`config.mk`:
```
export PLATFORM = sky130hd
export DESIGN_NAME = pipelined_borrow_select_sub
export DESIGN_NICKNAME = d
export VERILOG_FILES = /design/src/rtl/pipelined_borrow_select_sub_pkg.sv /design/src/rtl/pipelined_borrow_select_sub_ripple_borrow_4bit.sv /design/src/rtl/pipelined_borrow_select_sub.sv
export SDC_FILE = /design/constraint.sdc
export NUM_CORES = 1
export LEC_CHECK = 0
export CAP_MARGIN = 10
export CELL_PAD_IN_SITES_DETAIL_PLACEMENT = 1
export CELL_PAD_IN_SITES_GLOBAL_PLACEMENT = 1
export CORE_ASPECT_RATIO = 1.4
export CORE_MARGIN = 1.5
export CORE_UTILIZATION = 35
export CTS_BUF_LIST = sky130_fd_sc_hd__clkbuf_4
export DETAILED_ROUTE_END_ITERATION = 6
export HOLD_SLACK_MARGIN = 0.12
export PLACE_DENSITY_LB_ADDON = 0.1
export SETUP_SLACK_MARGIN = 0.02
export SKIP_LAST_GASP = 1
export SLEW_MARGIN = 25
export SYNTH_ARGS = -nofsm -noshare
export SYNTH_HDL_FRONTEND = slang
export SYNTH_SLANG_ARGS = --single-unit
```
`constraint.sdc`:
```
create_clock -name clk -period 1.55 [get_ports clk]
set_input_delay 0.31 -clock clk [delete_from_list [all_inputs] [get_ports clk]]
set_output_delay 0.31 -clock clk [all_outputs]
set_load 0.02 [all_outputs]
```
`src/rtl/pipelined_borrow_select_sub_pkg.sv`:
```
// Shared constants and stage-1 payload for the
// two-stage borrow-select subtractor.
package pipelined_borrow_select_sub_pkg;

  localparam int WIDTH  = 16;
  localparam int SLICE  = 4;
  localparam int NSLICE = WIDTH / SLICE;
  localparam int LO_W   = 2 * SLICE;
  localparam int HI_N   = NSLICE - 2;

  // hi_diff/hi_bout indexed [upper slice][borrow-in]
  typedef struct packed {
    logic [LO_W-1:0]                  lo_diff;
    logic                             lo_bout;
    logic [HI_N-1:0][1:0][SLICE-1:0]  hi_diff;
    logic [HI_N-1:0][1:0]             hi_bout;
    logic                             a_msb;
    logic                             b_msb;
  } s1_t;

endpackage

```
`src/rtl/pipelined_borrow_select_sub_ripple_borrow_4bit.sv`:
```
// 4-bit ripple-borrow slice: diff = a - b - bin,
// bout set when the slice needs to borrow.
module ripple_borrow_4bit
  import pipelined_borrow_select_sub_pkg::*;
(
  input  logic [SLICE-1:0] a,
  input  logic [SLICE-1:0] b,
  input  logic             bin,
  output logic [SLICE-1:0] diff,
  output logic             bout
);

  logic [SLICE:0] br;

  always_comb begin
    br    = '0;
    diff  = '0;
    br[0] = bin;
    for (int i = 0; i < SLICE; i++) begin
      diff[i]  = a[i] ^ b[i] ^ br[i];
      br[i+1]  = (~a[i] & b[i]) |
                 (~(a[i] ^ b[i]) & br[i]);
    end
    bout = br[SLICE];
  end

endmodule

```
`src/rtl/pipelined_borrow_select_sub.sv`:
```
// Two-stage 16-bit borrow-select subtractor with
// valid/ready on both sides and borrow/overflow/zero flags.
module pipelined_borrow_select_sub
  import pipelined_borrow_select_sub_pkg::*;
(
  input  logic             clk,
  input  logic             rst_n,
  input  logic             in_valid,
  output logic             in_ready,
  input  logic [WIDTH-1:0] minuend,
  input  logic [WIDTH-1:0] subtrahend,
  output logic             out_valid,
  input  logic             out_ready,
  output logic [WIDTH-1:0] difference,
  output logic             borrow_out,
  output logic             overflow,
  output logic             zero
);

  logic s2_advance;
  logic accept;

  logic s1_valid_q, s1_valid_d;
  s1_t  s1_q, s1_d;

  logic             out_valid_q, out_valid_d;
  logic [WIDTH-1:0] diff_q, diff_d;
  logic             bout_q, bout_d;
  logic             ovf_q, ovf_d;
  logic             zero_q, zero_d;

  logic [SLICE-1:0] lo0_diff, lo1_diff;
  logic             lo0_bout, lo1_bout;

  logic [HI_N-1:0][1:0][SLICE-1:0] hi_diff;
  logic [HI_N-1:0][1:0]            hi_bout;

  ripple_borrow_4bit u_lo0 (
    .a    (minuend[SLICE-1:0]),
    .b    (subtrahend[SLICE-1:0]),
    .bin  (1'b0),
    .diff (lo0_diff),
    .bout (lo0_bout)
  );

  ripple_borrow_4bit u_lo1 (
    .a    (minuend[LO_W-1:SLICE]),
    .b    (subtrahend[LO_W-1:SLICE]),
    .bin  (lo0_bout),
    .diff (lo1_diff),
    .bout (lo1_bout)
  );

  // Both borrow-in candidates for each upper slice
  for (genvar s = 0; s < HI_N; s++) begin : g_hi
    for (genvar c = 0; c < 2; c++) begin : g_cand
      ripple_borrow_4bit u_rb (
        .a    (minuend[LO_W+SLICE*s +: SLICE]),
        .b    (subtrahend[LO_W+SLICE*s +: SLICE]),
        .bin  (c == 1),
        .diff (hi_diff[s][c]),
        .bout (hi_bout[s][c])
      );
    end
  end

  assign s2_advance = !out_valid_q || out_ready;
  assign in_ready   = !s1_valid_q || s2_advance;
  assign accept     = in_valid && in_ready;

  always_comb begin
    s1_d       = s1_q;
    s1_valid_d = s1_valid_q;
    if (accept) begin
      s1_valid_d      = 1'b1;
      s1_d.lo_diff    = {lo1_diff, lo0_diff};
      s1_d.lo_bout    = lo1_bout;
      s1_d.hi_diff    = hi_diff;
      s1_d.hi_bout    = hi_bout;
      s1_d.a_msb      = minuend[WIDTH-1];
      s1_d.b_msb      = subtrahend[WIDTH-1];
    end else if (s2_advance) begin
      s1_valid_d = 1'b0;
    end
  end

  logic [WIDTH-1:0] sel_diff;
  logic             sel_bout;

  always_comb begin
    sel_diff = '0;
    sel_bout = s1_q.lo_bout;
    sel_diff[LO_W-1:0] = s1_q.lo_diff;
    for (int s = 0; s < HI_N; s++) begin
      sel_diff[LO_W+SLICE*s +: SLICE] =
        s1_q.hi_diff[s][sel_bout];
      sel_bout = s1_q.hi_bout[s][sel_bout];
    end
  end

  always_comb begin
    out_valid_d = out_valid_q;
    diff_d      = diff_q;
    bout_d      = bout_q;
    ovf_d       = ovf_q;
    zero_d      = zero_q;
    if (s2_advance) begin
      out_valid_d = s1_valid_q;
      if (s1_valid_q) begin
        diff_d = sel_diff;
        bout_d = sel_bout;
        ovf_d  = (s1_q.a_msb != s1_q.b_msb) &&
                 (sel_diff[WIDTH-1] != s1_q.a_msb);
        zero_d = (sel_diff == '0);
      end
    end
  end

  always_ff @(posedge clk or negedge rst_n) begin
    if (!rst_n) begin
      s1_valid_q  <= 1'b0;
      s1_q        <= '0;
      out_valid_q <= 1'b0;
      diff_q      <= '0;
      bout_q      <= 1'b0;
      ovf_q       <= 1'b0;
      zero_q      <= 1'b0;
    end else begin
      s1_valid_q  <= s1_valid_d;
      s1_q        <= s1_d;
      out_valid_q <= out_valid_d;
      diff_q      <= diff_d;
      bout_q      <= bout_d;
      ovf_q       <= ovf_d;
      zero_q      <= zero_d;
    end
  end

  assign out_valid  = out_valid_q;
  assign difference = diff_q;
  assign borrow_out = bout_q;
  assign overflow   = ovf_q;
  assign zero       = zero_q;

endmodule

```
; ---- Word level (Yosys, flattened, before mapping)
; Cells that the tools add are included.
[word_totals]
ram_bits = 0
elab_cells = 161
register_bits = 52
latchBits = 0
n_memories = 0
input_bits = 36
mem_bits_ro = 0
[op_classes]
multipliers = 0
n_addsub = 0
n_lt_le_gt_ge = 2
shift = 0
n_bitwise = 122
n_reduce_logical = 9
n_div = 0
eq_ne = 2
n_mux = 10
[ops]
columns = cell, count
row1 = 1-bit bitwise AND, 35
row2 = 1-bit XOR, 35
row3 = 1-bit inverter, 31
row4 = 1-bit bitwise OR, 21
row5 = 16-bit logical NOT, 1
row6 = 4-bit 2-to-1 mux, 4
row7 = 1-bit 2-to-1 mux, 6
row8 = 1-bit by 2-bit less-than comparator with 1-bit output (second input constant), 2
row9 = 1-bit logical AND, 2
row10 = 1-bit logical NOT, 2
row11 = 1-bit logical OR, 2
row12 = 1-bit != test, 2
row13 = 2-bit AND reduction, 1
row14 = 2-bit nonzero test, 1

; ---- Longest topological paths before layout
; Gate-level depths: netlist (run 1).
[depth]
ltp_word = 16
mapped_depth = 13
mapped_depth_nobuf = 13

; ---- Hierarchy
; A second synthesis (run 1) with hierarchy kept.
[hier_totals]
cells_unflattened = 236
hier_area_um2 = 2821.5
[modules_own_cells]
columns = module, area_each_um2, cells_per_inst, instances, seq_area_each_um2
row1 = pipelined_borrow_select_sub, 2115.8, 152, 1, 1301.2
row2 = ripple_borrow_4bit, 117.6, 14, 6, 0.0

; ---- Worst setup path before layout (run 1)
; Ideal clock, no wire load.
[synth_path]
kind = input -> register
from = input minuend[0]
to = register s1_q[30] (netlist bit)
arrival_time_ps = 3323
n_path_buf = 0
stages = 13
path_slack_ps = -1898
path_cell_list = inv_1 > ha_1 > inv_1 > fa_1 > inv_1 > fa_1 > fa_1 > fa_1 > fa_1 > fa_1 > inv_1 > fa_1 > mux2_2
[synth_between]
elab_chain_len = 15
[synth_rtl]
columns = item, line_no
row1 = from (decl), pipelined_borrow_select_sub.sv:10  ; input logic [WIDTH-1:0] minuend,
row2 = 1-bit inverter, pipelined_borrow_select_sub_ripple_borrow_4bit.sv:21  ; br[i+1] = (~a[i] & b[i]) |
row3 = 1-bit bitwise AND, pipelined_borrow_select_sub_ripple_borrow_4bit.sv:21
row4 = 1-bit bitwise AND, pipelined_borrow_select_sub_ripple_borrow_4bit.sv:22  ; (~(a[i] ^ b[i]) & br[i]);
row5 = 1-bit bitwise OR, pipelined_borrow_select_sub_ripple_borrow_4bit.sv:21
row6 = 1-bit bitwise AND, pipelined_borrow_select_sub_ripple_borrow_4bit.sv:22
row7 = 1-bit bitwise OR, pipelined_borrow_select_sub_ripple_borrow_4bit.sv:21
row8 = 1-bit bitwise AND, pipelined_borrow_select_sub_ripple_borrow_4bit.sv:22
row9 = 1-bit bitwise OR, pipelined_borrow_select_sub_ripple_borrow_4bit.sv:21
row10 = 1-bit bitwise AND, pipelined_borrow_select_sub_ripple_borrow_4bit.sv:22
row11 = 1-bit bitwise OR, pipelined_borrow_select_sub_ripple_borrow_4bit.sv:21
row12 = 1-bit bitwise AND, pipelined_borrow_select_sub_ripple_borrow_4bit.sv:22
row13 = 1-bit bitwise OR, pipelined_borrow_select_sub_ripple_borrow_4bit.sv:21
row14 = 1-bit bitwise AND, pipelined_borrow_select_sub_ripple_borrow_4bit.sv:22
row15 = 1-bit bitwise OR, pipelined_borrow_select_sub_ripple_borrow_4bit.sv:21
row16 = 1-bit XOR, pipelined_borrow_select_sub_ripple_borrow_4bit.sv:20  ; diff[i] = a[i] ^ b[i] ^ br[i];
row17 = via lo1_diff[3], pipelined_borrow_select_sub.sv:32  ; logic [SLICE-1:0] lo0_diff, lo1_diff;
row18 = to (signal assigned), pipelined_borrow_select_sub.sv:122  ; s1_q <= '0;
row19 = to (signal assigned), pipelined_borrow_select_sub.sv:130  ; s1_q <= s1_d;
row20 = to (decl), pipelined_borrow_select_sub.sv:24  ; s1_t s1_q, s1_d;
; The timed path passes the listed nets, and every way through them passes these cells.
; A chain may end at the register's enable or synchronous reset.

; ---- Worst setup path in the final report (run 1)
; Ends and elaborated chain as after synthesis.

==> insert_results.sql, run 1 <==
INSERT INTO impl_metrics (metric_group, metric, value, unit) VALUES
('pwr', 'internal_power', '2.73', 'mW'),
('global_route', 'gr-total-overflow', '0', ''),
('pwr', 'ir_worst_vdd', '0.599', 'mV'),
('setup_path', 'cp_data_required_time', '1.81', 'ns'),
('sta', 'ratio_of_final_minimum_period_to_clock_period', '1.98', ''),
('clock_tree', 'cts_max_level', '2', ''),
('clock_tree', 'path_clk_slew', '0.15', 'ns'),
('final_layout', 'fill_cells', '776', ''),
('pwr', 'p_comb_frac', '0.338', ''),
('pwr', 'power.share.clock', '0.194', ''),
('floorplan', 'starting_density_of_the_core', '0.360', ''),
('final_layout', 'leading_cell_type_in_the_layout_fill_and_taps_excluded', 'sky130_fd_sc_hd__dfrtp_1', ''),
('final_layout', 'drive_above_1_share', '0.385', ''),
('floorplan', 'die_area', '8100', 'um^2'),
('final_layout', 'finalNetCount', '368', ''),
('route', 'route.vias.total', '1863', ''),
('synth', 'proportion_of_synthesized_flip_flops_having_asynchronous_set_or_reset', '1.00', ''),
('synth', 'syn-instance-count', '228', ''),
('clock_tree', 'inserted_clock_buffers', '5', ''),
('synth', 'synth_top_cell_by_area', 'sky130_fd_sc_hd__dfrtp_1', ''),
('floorplan', 'pin_count', '57', ''),
('synth', 'count_of_flip_flops_with_a_built_in_enable_after_synthesis', '0', ''),
('final_layout', 'antenna_cells_inserted', '0', ''),
('setup_path', 'crit_chain', 'buf_8 -> inv_12 -> ha_4 -> inv_2 -> fa_2 -> inv_2 -> fa_2 -> fa_2 -> fa_2 -> fa_2 -> fa_2 -> inv_2 -> fa_2 -> mux2_2', ''),
('place', 'global_placement_routability_congestion', '0.701', ''),
('floorplan', 'placementRows', '37', ''),
('route', 'drt_pre_antenna_iters', '4', ''),
('setup_path', 'critical-path-top-delay-family', 'adder cells', ''),
('synth', 'syn-num-nets', '288', ''),
('run_status', 'run_status', 'complete, but fails checks', ''),
('final_layout', 'finish.instance_area', '3760', 'um^2'),
('sta', 'fin_tns_setup', '-5.50', 'ns'),
('place', 'place_hpwl', '4.84', 'mm'),
('floorplan', 'die-height', '106', 'um'),
('setup_path', 'timing.critical_path.fanout_max', '1', ''),
('pwr', 'power-per-cell-area', '1080', 'nW/um^2'),
('pwr', 'power_switching_share', '0.330', ''),
('route', 'routed_wl', '5.90', 'mm'),
('sta', 'timing.fmax', '0.326', 'GHz'),
('route', 'via_per_inst', '4.59', ''),
('synth', 'ranking_of_synthesized_cells_by_area', 'sky130_fd_sc_hd__dfrtp_1 (49%), sky130_fd_sc_hd__fa_1 (14%), sky130_fd_sc_hd__mux2_2 (8.1%), sky130_fd_sc_hd__o21ai_0 (5.5%), sky130_fd_sc_hd__inv_1 (4.7%)', ''),
('route', 'wire_per_inst', '14.5', 'um'),
('final_layout', 'layout_common_cells', 'sky130_fd_sc_hd__dfrtp_1 (51), sky130_fd_sc_hd__nand2_1 (32), sky130_fd_sc_hd__dlygate4sd2_1 (24)', ''),
('global_route', 'antenna_violations_before_repair', '0', ''),
('synth', 'synth_largest_type_area_fraction', '0.492', ''),
('job', 'maxCapViolCount', '0', ''),
('sta', 'measured_slew_at_the_worst_slew_check_pin', '0.329', 'ns'),
('clock_tree', 'cts_tree', 'done', ''),
('route', 'drt.antenna.violating_nets', '0', ''),
('setup_path', 'startpoint_type', 'primary input', ''),
('synth', 'yosys_warnings', '0', ''),
('synth', 'synth_cell_type_count', '27', ''),
('global_route', 'grt_pass1_wl', '10.1', 'mm'),
('pwr', 'net-switching-power', '1.34', 'mW'),
('global_route', 'grt_max_degree', '35', ''),
('sta', 'rsz0062_at_grt', 'true', ''),
('synth', 'synth_top_flop_cell', 'sky130_fd_sc_hd__dfrtp_1', ''),
('sta', 'period_minus_slack', '3.07', 'ns'),
('global_route', 'total_track_usage', '0.161', ''),
('synth', 'synth_area_per_cell', '11.6', 'um^2'),
('final_layout', 'synthToLayoutAreaGrowth', '42.0', '%'),
('global_route', 'first_global_vias', '2101', ''),
('synth', 'synth-seq-cells', '52', ''),
('clock_tree', 'clkLatencyLatePin', '0.36', 'ns'),
('setup_path', 'critPathCaptureType', 'register', ''),
('sta', 'hold_slack', '0.260', 'ns'),
('sta', 'setup_viols_final', '11', ''),
('sta', 'setup_ws', '-1.52', 'ns'),
('run_status', 'failed_checks', 'negative setup slack', ''),
('synth', 'synth_area', '2650', 'um^2'),
('route', 'drc_errors', '0', '');
[final timing paths]
check | start | to | slack (ns) | cells past startpoint
worst max register to register | s1_q[22] | overflow | -0.04 | 4
worst min register to register | difference[12] | difference[12] | 0.49 | 2
worst min-delay path | subtrahend[8] | s1_q[6] | 0.26 | 3
worst max-delay path | minuend[0] | s1_q[30] | -1.52 | 14
min in group asynchronous | rst_n | s1_q[27] | 0.35 | 2
max in group asynchronous | rst_n | difference[6] | 0.73 | 3
[cells in the mapped netlist (2+ instances only)]
cell type,instances
sky130_fd_sc_hd__mux2_2,19
sky130_fd_sc_hd__buf_2,2
sky130_fd_sc_hd__nand2_1,33
sky130_fd_sc_hd__nand2b_1,3
sky130_fd_sc_hd__o21ai_0,29
sky130_fd_sc_hd__ha_1,5
sky130_fd_sc_hd__nor2_1,2
sky130_fd_sc_hd__mux2i_1,9
sky130_fd_sc_hd__nor4_1,2
sky130_fd_sc_hd__clkbuf_1,6
sky130_fd_sc_hd__inv_1,33
sky130_fd_sc_hd__dfrtp_1,52
sky130_fd_sc_hd__fa_1,19
[power by group through the flow]
stage | registers, mW | clock network (mW) | logic [mW]
6_report | 1.90 | 0.791 | 1.38
5_1_grt | 1.95 | 0.874 | 1.52
4_1_cts | 1.91 | 0.828 | 1.40
3_5_place_dp | 1.95 | 0 | 1.49
3_3_place_gp | 1.93 | 0 | 1.44
2_1_floorplan | 2.07 | 0 | 0.591
[per-stage QoR]
stage	instances	util	power, mW	setup WS [ns]
after floorplan	228	-	2.66	-1.71
after global routing	406	0.510	4.35	-1.57
after global placement	396	0.498	3.37	-2.42
final	406	0.510	4.07	-1.52
after CTS	405	0.509	4.15	-1.52
after detailed placement	396	0.498	3.44	-2.48
[worst min-delay path, delay by kind of cell]
family,cells,cell delay [ns]
AOI/OAI and AO/OA,1,0.07
adders and majority gates,1,0.12
buffers and inverters,1,0.09
[cells by family after synthesis]
kind of cell	share of synthesized area
AOI/OAI and AO/OA	0.0695
adders and majority gates	0.167
buffers and inverters	0.0634
DFF	0.492
muxes	0.123
and+or+nand+nor	0.0846
[layout make-up]
cell class                      count  area [um^2]  area share
Tap cell                           97          121      0.0323
Sequential cell                    52         1300       0.347
Clock inverter                      2         38.8      0.0103
Inverter                           33          171      0.0456
Clock buffer                        6         45.0      0.0120
Multi-Input combinational cell    134         1320       0.350
Timing Repair Buffer               82          762       0.203
[state kept, by name (all words and copies together), names as in the netlist]
register,cells
out_valid,1
s1_q,31
zero,1
borrow_out,1
difference,16
overflow,1
s1_valid_q,1
[layer usage]
layer / track usage / vias up / routed length [um]
met5: 0 / - / 0
li1: - / 895 / -
met3: 0.0294 / 2 / 162
met2: 0.312 / 33 / 3460
met1: 0.176 / 933 / 2220
met4: 0.0476 / 0 / 52
[what timing repair did]
action | CTS | global route
endpoints found under the setup margin | 47 | 14
hold endpoints to repair | 34 | 0
resized for setup | 73 | 11
pin swaps | 7 | 7
buffers inserted | 0 | 1
hold buffers | 1 | 0
Power figures use the tool's default switching activity.
==> run 2, diff against run 1 <==
==> constraint.sdc (replaced) <==
create_clock -name clk -period 2.58 [get_ports clk]
set_input_delay 0.516 -clock clk [delete_from_list [all_inputs] [get_ports clk]]
set_output_delay 0.516 -clock clk [all_outputs]
set_load 0.02 [all_outputs]
==> run 2 against run 1 <==
The run still ends with negative setup slack left. Utilization fell by 3.6 points. Clock power fell by 53%. Cell count fell by 3.4%.
==> insert_results.sql, run 2 (synthesis gave the netlist of run 1 again) <==
INSERT INTO impl_metrics (metric_group, metric, value, unit) VALUES
('floorplan', 'core_area', '7360', 'um^2'),
('sta', 'hold_slack', '0.445', 'ns'),
('clock_tree', 'clkLatencyLatePin', '0.36', 'ns'),
('place', 'place_hpwl', '4.39', 'mm'),
('pwr', 'power_switching_share', '0.329', ''),
('pwr', 'power-per-cell-area', '665', 'nW/um^2'),
('final_layout', 'fill_cells', '806', ''),
('route', 'drt.antenna.violating_nets', '0', ''),
('sta', 'fin_tns_setup', '-1.27', 'ns'),
('final_layout', 'leading_cell_type_in_the_layout_fill_and_taps_excluded', 'sky130_fd_sc_hd__dfrtp_1', ''),
('global_route', 'gr-total-overflow', '0', ''),
('place', 'placement.setup.worst_slack', '-1.65', 'ns'),
('route', 'drc_errors', '0', ''),
('route', 'drt_pre_antenna_iters', '3', ''),
('global_route', 'total_track_usage', '0.149', ''),
('clock_tree', 'cts.root.buffer_cell', 'sky130_fd_sc_hd__clkbuf_4', ''),
('worst_hold_path', 'holdCritPathClass', 'in2reg', ''),
('final_layout', 'registers.top_by_ff_count', 's1_q', ''),
('sta', 'finalMaxSlewViolations', '0', ''),
('setup_path', 'startpoint_type', 'primary input', ''),
('final_layout', 'antenna_cells_inserted', '0', ''),
('pwr', 'cellLeakagePower', '1.57', 'nW'),
('sta', 'max-slew-margin-rel', '0.702', ''),
('floorplan', 'starting_density_of_the_core', '0.360', ''),
('clock_tree', 'cts_max_level', '2', ''),
('sta', 'measured_slew_at_the_worst_slew_check_pin', '0.443', 'ns'),
('place', 'placement.io_buffers', '56', ''),
('route', 'route.vias.total', '1804', ''),
('route', 'initialDrtViolationCount', '66', ''),
('floorplan', 'die_area', '8100', 'um^2'),
('floorplan', 'pin_count', '57', ''),
('setup_path', 'cp_data_required_time', '2.85', 'ns'),
('global_route', 'grt_pass1_wl', '9.28', 'mm'),
('sta', 'timing.clock.skew', '0.00573', 'ns'),
('pwr', 'net-switching-power', '0.765', 'mW'),
('floorplan', 'placementRows', '37', ''),
('final_layout', 'synthToLayoutAreaGrowth', '32.0', '%'),
('clock_tree', 'cts_sinks', '52', ''),
('clock_tree', 'cts_max_path_buffers', '2', ''),
('sta', 'rsz0062_at_grt', 'true', ''),
('floorplan', 'floorplan.die.width', '76.5', 'um'),
('run_status', 'run_status', 'complete, but fails checks', ''),
('clock_tree', 'inserted_clock_buffers', '5', ''),
('route', 'via_per_inst', '4.60', ''),
('place', 'global_placement_routability_congestion', '0.682', ''),
('route', 'route.met2.wl', '3.06', 'mm'),
('final_layout', 'finalCoreUtilization', '0.475', ''),
('pwr', 'ir_worst_vdd', '0.254', 'mV'),
('final_layout', 'finalNetCount', '354', ''),
('sta', 'setup_ws', '-0.744', 'ns'),
('setup_path', 'critPathCaptureType', 'register', ''),
('final_layout', 'drive_above_1_share', '0.200', ''),
('global_route', 'grt_max_degree', '36', ''),
('pwr', 'internal_power', '1.56', 'mW'),
('pwr', 'power.share.clock', '0.161', ''),
('route', 'wire_per_inst', '14.2', 'um'),
('sta', 'setup_viols_final', '3', ''),
('final_layout', 'layout_common_cells', 'sky130_fd_sc_hd__dfrtp_1 (52), sky130_fd_sc_hd__clkdlybuf4s50_1 (50), sky130_fd_sc_hd__nand2_1 (33)', ''),
('setup_path', 'worstPathArrival', '3.59', 'ns'),
('global_route', 'antenna_violations_before_repair', '0', ''),
('route', 'route.layer.met1.wl', '2.28', 'mm'),
('route', 'top_layer', 'met4', ''),
('global_route', 'first_global_vias', '1911', ''),
('floorplan', 'die-height', '106', 'um'),
('setup_path', 'criticalPathCategory', 'in2reg', ''),
('pwr', 'p_comb_frac', '0.345', ''),
('route', 'routed_wl', '5.57', 'mm'),
('clock_tree', 'path_clk_slew', '0.14', 'ns'),
('sta', 'period_minus_slack', '3.32', 'ns'),
('run_status', 'failed_checks', 'negative setup slack', ''),
('setup_path', 'timing.critical_path.fanout_max', '1', ''),
('sta', 'timing.fmax', '0.301', 'GHz'),
('sta', 'ratio_of_final_minimum_period_to_clock_period', '1.29', ''),
('route', 'met3_wire_len', '122', 'um'),
('sta', 'report.final.hold_viol_count', '0', ''),
('job', 'maxCapViolCount', '0', ''),
('clock_tree', 'cts_tree', 'done', ''),
('pwr', 'share_seq_of_total_power', '0.495', ''),
('final_layout', 'largest_register_ffs', '31', '');
## run 2: final cells by class
class	instances	area (um^2)	share of cell area
inverter	33	136	0.0390
multi-input combinational	134	1210	0.348
timing repair buffer	68	663	0.190
clock buffer	7	52.6	0.0150
clock inverter	1	3.75	0.00107
tap	97	121	0.0347
sequential	52	1300	0.372
## run 2: final timing paths
| check | startpoint | depth (start not counted) | slack [ns] | to |
|---|---|---|---|---|
| max | minuend[0] | 14 | -0.74 | s1_q[30] |
| min in group asynchronous | rst_n | 3 | 0.65 | difference[2] |
| min reg2reg | difference[13] | 2 | 0.50 | difference[13] |
| max reg2reg | s1_q[22] | 4 | 0.75 | overflow |
| max in group asynchronous | rst_n | 3 | 1.58 | s1_q[18] |
| min | subtrahend[0] | 3 | 0.45 | s1_q[23] |
## run 2: timing repair
item | 4_1_cts | 5_1_grt
pin swaps | 8 | 7
hold buffers | 1 | 0
setup endpoints to repair | 5 | 4
buffers inserted | 0 | 0
hold endpoints to repair | 21 | 0
gates resized for setup | 18 | 1
## run 2: layer usage
metal / up-vias / GRT usage
met2: 37 / 0.276
met5: - / 0
met3: 6 / 0.0208
met1: 893 / 0.173
li1: 868 / -
met4: 0 / 0.0595
## run 2: metrics by stage
step	cells	total power, mW	area [um^2]
finish	392	2.32	3490
global route	392	2.48	3490
CTS	392	2.37	3490
detailed placement	383	1.98	3420
global placement	383	1.96	3420
floorplan	228	1.57	2690
## run 2: critical path, cell delays in order
cell and delay, ns:
sky130_fd_sc_hd__buf_8 0.09, sky130_fd_sc_hd__inv_12 0.03, sky130_fd_sc_hd__ha_4 0.14, sky130_fd_sc_hd__inv_2 0.05, sky130_fd_sc_hd__fa_2 0.19, sky130_fd_sc_hd__inv_2 0.04
sky130_fd_sc_hd__fa_2 0.39, sky130_fd_sc_hd__fa_2 0.37, sky130_fd_sc_hd__fa_2 0.35, sky130_fd_sc_hd__fa_2 0.35, sky130_fd_sc_hd__fa_2 0.34, sky130_fd_sc_hd__inv_2 0.06
sky130_fd_sc_hd__fa_2 0.42, sky130_fd_sc_hd__mux2_4 0.27
## run 2: power groups by stage
stage	registers, mW	logic, mW	clock network [mW]
global route	1.18	0.880	0.419
CTS	1.16	0.817	0.395
detailed placement	1.17	0.810	0
finish	1.15	0.800	0.373
floorplan	1.24	0.332	0
global placement	1.17	0.790	0
==> run 3, diff against run 2 <==
--- a/config.mk
+++ b/config.mk
@@ -15,7 +15,7 @@
 export DETAILED_ROUTE_END_ITERATION = 6
 export HOLD_SLACK_MARGIN = 0.12
 export PLACE_DENSITY_LB_ADDON = 0.1
-export SETUP_SLACK_MARGIN = 0.02
+export SETUP_SLACK_MARGIN = 0.4
 export SKIP_LAST_GASP = 1
 export SLEW_MARGIN = 25
 export SYNTH_ARGS = -nofsm -noshare
==> run 3 against run 2 <==
The flow still finishes with violations (negative setup slack). Non-clock buffer count decreased by 3. Utilization down 0.068 points. Die area stayed put. Final area is 0.14% lower. Sequential share of layout area up 0.053 points. Wire length is 4.1% lower. Combinational power barely moved. Register-to-register slack improved by 0.02 ns. Sequential power about the same. Clock skew rose by 0.0019 ns. Hold slack got worse by 0.31 ns. Via count grew 0.50%.
==> insert_results.sql, run 3 (synthesis gave the netlist of run 1 again) <==
INSERT INTO impl_metrics (metric_group, metric, value, unit) VALUES
('sta', 'measured_slew_at_the_worst_slew_check_pin', '0.614', 'ns'),
('global_route', 'first_global_vias', '1955', ''),
('sta', 'max-slew-margin-rel', '0.591', ''),
('pwr', 'cellLeakagePower', '1.56', 'nW'),
('final_layout', 'area.sequential', '1300', 'um^2'),
('sta', 'finalMaxSlewViolations', '0', ''),
('route', 'via_per_inst', '4.68', ''),
('sta', 'ratio_of_final_minimum_period_to_clock_period', '1.26', ''),
('floorplan', 'die-height', '106', 'um'),
('sta', 'setup_viols_final', '3', ''),
('route', 'routed_wl', '5.34', 'mm'),
('setup_path', 'criticalPathCategory', 'in2reg', ''),
('setup_path', 'crit_path_start', 'minuend[0]', ''),
('global_route', 'global_route.usage.met1', '0.164', ''),
('final_layout', 'leading_cell_type_in_the_layout_fill_and_taps_excluded', 'sky130_fd_sc_hd__dfrtp_1', ''),
('sta', 'timing.clock.skew', '0.00764', 'ns'),
('final_layout', 'registers.top_by_ff_count', 's1_q', ''),
('final_layout', 'largest_register_ffs', '31', ''),
('global_route', 'grt_max_degree', '30', ''),
('setup_path', 'cpMostUsedCell', 'sky130_fd_sc_hd__fa_2', ''),
('route', 'wire_per_inst', '13.8', 'um'),
('global_route', 'antenna_violations_before_repair', '0', ''),
('floorplan', 'core_area', '7360', 'um^2'),
('setup_path', 'crit_chain', 'buf_8 -> inv_12 -> ha_4 -> inv_2 -> fa_2 -> inv_2 -> fa_2 -> fa_2 -> fa_2 -> fa_2 -> fa_2 -> inv_2 -> fa_2 -> mux2_4', ''),
('clock_tree', 'cts_sinks', '52', ''),
('clock_tree', 'inserted_clock_buffers', '5', ''),
('final_layout', 'fill_cells', '792', ''),
('setup_path', 'timing.critical_path.fanout_max', '1', ''),
('global_route', 'grt_pass1_wl', '9.16', 'mm'),
('setup_path', 'r2r_start', 's1_q[22]', ''),
('floorplan', 'starting_density_of_the_core', '0.360', ''),
('sta', 'timing.fmax', '0.307', 'GHz'),
('final_layout', 'finalNetCount', '351', ''),
('setup_path', 'critical-path-top-delay-family', 'adder cells', ''),
('route', 'drt.antenna.violating_nets', '0', ''),
('setup_path', 'cp_data_required_time', '2.85', 'ns'),
('floorplan', 'floorplan.die.width', '76.5', 'um'),
('place', 'placement.setup.worst_slack', '-1.65', 'ns'),
('global_route', 'total_track_usage', '0.146', ''),
('setup_path', 'startpoint_type', 'primary input', ''),
('sta', 'rsz0062_at_grt', 'true', ''),
('final_layout', 'antenna_cells_inserted', '0', ''),
('clock_tree', 'cts_max_level', '2', ''),
('clock_tree', 'path_clk_slew', '0.14', 'ns'),
('route', 'drt_pre_antenna_iters', '4', ''),
('final_layout', 'drive_above_1_share', '0.276', ''),
('setup_path', 'critPathBufInv', '5', ''),
('setup_path', 'critPathCaptureType', 'register', ''),
('global_route', 'met3_usage', '0.0294', ''),
('route', 'route.vias.total', '1813', ''),
('clock_tree', 'cts_setup_buffers', '0', ''),
('clock_tree', 'cts_tree', 'done', ''),
('setup_path', 'cp_slowest_cell', 'sky130_fd_sc_hd__fa_2', ''),
('sta', 'period_minus_slack', '3.26', 'ns'),
('global_route', 'met2_usage', '0.272', ''),
('clock_tree', 'clkLatencyLatePin', '0.37', 'ns'),
('setup_path', 'worstPathArrival', '3.53', 'ns'),
('floorplan', 'die_area', '8100', 'um^2'),
('sta', 'setup_ws', '-0.680', 'ns'),
('global_route', 'gr-total-overflow', '0', ''),
('pwr', 'power-per-cell-area', '683', 'nW/um^2'),
('place', 'place_hpwl', '4.31', 'mm'),
('floorplan', 'placementRows', '37', ''),
('route', 'drc_errors', '0', ''),
('sta', 'report.final.hold_viol_count', '0', ''),
('clock_tree', 'cts.root.buffer_cell', 'sky130_fd_sc_hd__clkbuf_4', ''),
('run_status', 'failed_checks', 'negative setup slack', ''),
('final_layout', 'layout_common_cells', 'sky130_fd_sc_hd__dfrtp_1 (52), sky130_fd_sc_hd__clkdlybuf4s50_1 (41), sky130_fd_sc_hd__nand2_1 (33)', ''),
('run_status', 'run_status', 'complete, but fails checks', ''),
('route', 'initialDrtViolationCount', '26', ''),
('sta', 'fin_tns_setup', '-1.07', 'ns'),
('place', 'global_placement_routability_congestion', '0.692', ''),
('job', 'maxCapViolCount', '0', ''),
('final_layout', 'multi_input_comb_area', '1260', 'um^2'),
('setup_path', 'worst_path_largest_cell_delay', '0.42', 'ns'),
('floorplan', 'pin_count', '57', ''),
('worst_hold_path', 'holdCritPathClass', 'in2async', ''),
('clock_tree', 'cts_max_path_buffers', '2', ''),
('global_route', 'grt_busiest_layer', 'met2', ''),
('place', 'placement.io_buffers', '56', ''),
('final_layout', 'synthToLayoutAreaGrowth', '31.8', '%'),
('pwr', 'ir_worst_vdd', '0.300', 'mV');
run 3: cell types whose count changed in the layout (fill, tap and decap cells not counted), moves of 2 or more:
cell	change
sky130_fd_sc_hd__clkdlybuf4s50_1	-9
sky130_fd_sc_hd__fa_1	-8
sky130_fd_sc_hd__fa_2	+8
sky130_fd_sc_hd__inv_1	-8
sky130_fd_sc_hd__inv_2	+8
sky130_fd_sc_hd__dlygate4sd2_1	+4
sky130_fd_sc_hd__ha_1	-4
sky130_fd_sc_hd__ha_2	+4
sky130_fd_sc_hd__clkbuf_2	+3
sky130_fd_sc_hd__mux2_2	-3
sky130_fd_sc_hd__mux2_4	+3
sky130_fd_sc_hd__clkbuf_4	-2
run 3: worst reg2reg max path: stages, from the launching register on:
cell,delay (ns)
sky130_fd_sc_hd__dfrtp_1,0.63
sky130_fd_sc_hd__mux2i_4,0.35
sky130_fd_sc_hd__mux2i_1,0.38
sky130_fd_sc_hd__nor4b_2,0.10
sky130_fd_sc_hd__a221o_1,0.27
run 3: layout make-up:
type,instances,share of cell area
clock buffer,5,0.0108
clock inverter,1,0.00861
inverter,33,0.0391
multi-input combinational,134,0.361
sequential,52,0.373
tap,97,0.0348
timing repair buffer,65,0.173
run 3: worst paths after layout:
kind,slack [ns],endpoint,cells past startpoint
setup / recovery,-0.68,s1_q[30],14
hold / removal,0.14,difference[2],1
setup reg to reg,0.77,overflow,4
hold reg to reg,0.49,difference[14],2
max in group asynchronous,1.79,difference[8],2
min in group clk,0.47,s1_q[23],3
run 3: where the power goes:
part	switching (mW)	total, mW	internal (mW)
Clock	0.242	0.436	0.194
Combinational	0.376	0.800	0.424
Sequential	0.138	1.15	1.01
Total	0.756	2.38	1.63
run 3: timing repair:
item | 4_1_cts | 5_1_grt
hold buffers | 0 | 0
setup endpoints to repair | 11 | 8
resized for setup | 37 | 17
pin swaps | 12 | 10
run 3: stage by stage:
step | utilization | cell area, um^2 | hold slack (ns) | instances | power (mW)
after floorplan | - | 2700 | 0.220 | 228 | 1.57
after global placement | 0.462 | 3400 | 0.460 | 381 | 1.95
after detailed placement | 0.462 | 3400 | 0.476 | 381 | 1.97
after CTS | 0.472 | 3480 | 0.150 | 387 | 2.42
after global routing | 0.474 | 3490 | 0.154 | 387 | 2.55
final | 0.474 | 3490 | 0.140 | 387 | 2.38
run 3: routing by layer:
metal | part of all wire | vias to the layer above
li1 | - | 861
met1 | 0.39 | 916
met2 | 0.57 | 30
met3 | 0.028 | 6
met4 | 0.015 | 0
met5 | 0 | -
==> RTL change 1: new RTL, settings of run 1 <==
Set the package constant `WIDTH` to 18 (it was 16).
--- a/src/rtl/pipelined_borrow_select_sub_pkg.sv
+++ b/src/rtl/pipelined_borrow_select_sub_pkg.sv
@@ -2,7 +2,7 @@
 // two-stage borrow-select subtractor.
 package pipelined_borrow_select_sub_pkg;
 
-  localparam int WIDTH  = 16;
+  localparam int WIDTH  = 18;
   localparam int SLICE  = 4;
   localparam int NSLICE = WIDTH / SLICE;
   localparam int LO_W   = 2 * SLICE;
Ports: changed (resized difference, minuend and subtrahend); port bits go from 57 to 63. The function was not compared with the original's and may differ.
==> RTL change 1 against run 1 <==
The run still ends with setup timing left; cell count grew 0.49%; routed wire length grew 0.17%; count of clock-buffer cells in the layout unchanged; setup slack gained 0.084 ns; global-route usage down 0.58 points; sequential share of layout area decreased by 1.6 points; die area grew 3.1%; synthesized area is 3.2% higher; sequential cell count is the same; fmax is 2.8% higher; final area is 5.0% higher; total power up 5.9%; critical path depth did not move; largest power group unchanged.
==> RTL change 1: results (changes against run 1) <==
min_path:
  min-delay-start: "subtrahend[0]"
  min_to: "s1_q[23]$_DFFE_PN0P_"
  hold_depth: 3  # unchanged
critical_path:
  critPathMaxStageDelay_ns: 0.41  # -0.02 ns
  reg2reg_to: "difference[12]$_DFFE_PN0P_"
  rrSetupSlack_ns: 0.03  # +0.07 ns
  crit_start: "minuend[0]"
  crit_arrival_ns: 3.28  # -0.05 ns
run_status:
  violations: "setup timing"
  outcome: "complete, but fails checks"
logic_synthesis:
  synth_top_cells_by_area: "dfrtp_1 48%, fa_1 14%, mux2_2 12%"
  ys_seq_area_frac: 0.477  # -0.0151
  synth_common_cells: "52 x dfrtp_1, 44 x inv_1, 29 x mux2_2, 19 x fa_1, 18 x a21oi_1"
route:
  drt-total-wl_um: 5910  # +0.17%
  vias_per_cell: 4.63  # +0.79%
  drt_iter0_drc: 46  # -27%
global_route:
  grt.met2_usage: 0.276  # -0.0361
  use_met1: 0.189  # +0.0133
  grt_pass1_vias: 2088  # -0.62%
  grt_use_total: 0.155  # -0.00581
  met3_usage: 0.0229  # -0.00656
cells_and_area:
  drive_above_1_share: 0.421  # +0.0361
  nFillCells: 780  # +0.52%
  final_nets: 374  # +1.6%
timing:
  setup_viol: 9  # -2
  fin_skew_ns: 0.0234  # +0.0126 ns
  timing.final.ws_setup_ns: -1.43  # +0.0842 ns
  fin_tns_setup_ns: -5.06  # +0.449 ns
clocking:
  cts_buffers: 5  # unchanged
  clkLatencyLatePin_ns: 0.39  # +0.03 ns
place:
  dp_hpwl_um: 4590  # -5.1%
  port_buffers: 58  # +3.6%
  gp_congestion: 0.722  # +3.0%
power:
  peakVddDrop_mv: 0.567  # -5.3%
## RTL change 1: layer usage
metal,part of all wire,wire (um),vias up
met5,0,0,-
met4,0.016,96,0
met3,0.032,190,6
met2,0.55,3250,42
met1,0.40,2370,954
li1,-,-,885
## RTL change 1: power by group
part	switching [W]	internal, W	total, W
logic	0.000750	0.000847	0.00160
clock network	0.000423	0.000356	0.000780
registers	0.000224	0.00171	0.00193
## RTL change 1: cells by family (layout without fill, tap and decap cells)
family,count (synthesis),count (layout),share of synthesized area
buffers and inverters,53,140,0.0802
flip-flops,52,52,0.477
multiplexers,46,46,0.182
AO/OA/AOI/OAI,31,31,0.0623
adder cells (fa/ha/maj),24,24,0.162
AND/OR/NAND/NOR,16,16,0.0353
other,1,2,0.00137
## RTL change 1: repair_timing
item | in CTS | in global routing
hold buffers | 1 | 0
endpoints found under the hold margin | 52 | 0
pin swaps | 12 | 10
gates resized for setup | 86 | 12
buffers inserted | 5 | 1
setup endpoints to repair | 48 | 18
## RTL change 1: final cells by class
cell class	instances	area, um2	share of cell area
clock inverter	2	35.0	0.00888
multi-input combinational	119	1380	0.350
sequential	52	1300	0.330
clock buffer	6	45.0	0.0114
inverter	44	218	0.0552
timing repair buffer	88	842	0.213
tap	97	121	0.0308
## RTL change 1: per-stage QoR
stage | power (W) | cells | setup WS, ns | utilization | hold slack [ns]
floorplan | 0.00279 | 224 | -1.71 | - | 0.0144
global placement | 0.00356 | 395 | -2.41 | 0.507 | 0.328
detailed placement | 0.00360 | 395 | -2.46 | 0.507 | 0.328
CTS | 0.00436 | 408 | -1.44 | 0.528 | 0.188
global route | 0.00460 | 408 | -1.50 | 0.529 | 0.192
finish | 0.00431 | 408 | -1.43 | 0.529 | 0.199
==> RTL change 2: new RTL, settings of run 1 <==
Made on the original files. Make the reset (`rst_n`) synchronous in one clocked block.
--- a/src/rtl/pipelined_borrow_select_sub.sv
+++ b/src/rtl/pipelined_borrow_select_sub.sv
@@ -116,7 +116,7 @@
     end
   end
 
-  always_ff @(posedge clk or negedge rst_n) begin
+  always_ff @(posedge clk) begin
     if (!rst_n) begin
       s1_valid_q  <= 1'b0;
       s1_q        <= '0;
Check against the original RTL: differs if rst_n is asserted again (counterexample within 4 cycles, from zero or initial values and one cycle with rst_n low); with rst_n held inactive, the same outputs for 10 cycles.
==> RTL change 2 against run 1 <==
Count of clock-buffer cells in the layout unchanged; synthesized area barely moved; total power down 25%; final area decreased by 0.33%; via count grew 15%; clock skew up 0.0042 ns; first-iteration DRC count is 17% higher; routed wire length rose by 3.0%; sequential cell count is the same; largest cell class unchanged; setup slack better by 0.11 ns; utilization down 0.17 points; largest power group unchanged; synthesized cell count grew 22%; the run still ends with setup timing left.
==> RTL change 2: results (changes against run 1) <==
run_status:
  violations: "setup timing"
  outcome: "complete, but fails checks"
global_route:
  grt_pass1_vias: 2292  # +9.1%
  grt_use_total: 0.164  # +0.00317
cells_and_area:
  stdcell_count: 447  # +10%
  nFillCells: 840  # +8.2%
clocking:
  post_cts_buffers: 1  # +1
  cts_resized: 78  # +6.8%
timing:
  fin_skew_ns: 0.0150  # +0.00418 ns
  hold-worst-slack_ns: 0.362  # +0.102 ns
  setup_viol: 10  # -1
  timing.final.ws_setup_ns: -1.41  # +0.107 ns
  fin_tns_setup_ns: -5.34  # +0.164 ns
place:
  gp_congestion: 0.823  # +17%
  dp.cells: 441  # +11%
route:
  drt_iter0_drc: 74  # +17%
  vias_per_cell: 4.80  # +4.5%
power:
  p_per_area_nw_per_um2: 812  # -25%
  leakage_nw: 1.82  # +6.7%
min_path:
  min_to: "s1_q[23]$_SDFFE_PN0P_"
  hold_depth: 4  # +1
logic_synthesis:
  synth_fp_nets: 339  # +18%
  syn_avg_cell_area_um2: 9.49  # -18%
  ys_seq_area_frac: 0.393  # -0.0985
critical_path:
  rrSetupSlack_ns: 0.08  # +0.12 ns
  crit_arrival_ns: 3.21  # -0.12 ns
  regToRegStartpoint: "s1_q[22]$_SDFFE_PN0P_"
RTL change 2: worst max-delay path by stage:
stage | end | slack (ns) | cells past startpoint
final | s1_q[30]$_SDFFE_PN0P_ | -1.41 | 15
after global routing | s1_q[30]$_SDFFE_PN0P_ | -1.49 | 15
after CTS | s1_q[30]$_SDFFE_PN0P_ | -1.42 | 15
after detailed placement | s1_q[30]$_SDFFE_PN0P_ | -2.33 | 15
after global placement | s1_q[30]$_SDFFE_PN0P_ | -2.27 | 15
after floorplan | s1_q[30]$_SDFFE_PN0P_ | -1.57 | 14
RTL change 2: routing by layer:
layer  share of wire  GRT usage  vias to the layer above
li1                -          -                     1049
met1            0.39      0.176                     1044
met2            0.57      0.323                       44
met3           0.026     0.0232                        7
met4           0.014     0.0569                        0
met5               0          0                        -
RTL change 2: where the power goes:
part	total, W	internal [W]	switching, W
combinational	0.000743	0.000388	0.000355
clock	0.000782	0.000357	0.000425
sequential	0.00152	0.00144	0.0000761
total	0.00304	0.00218	0.000857
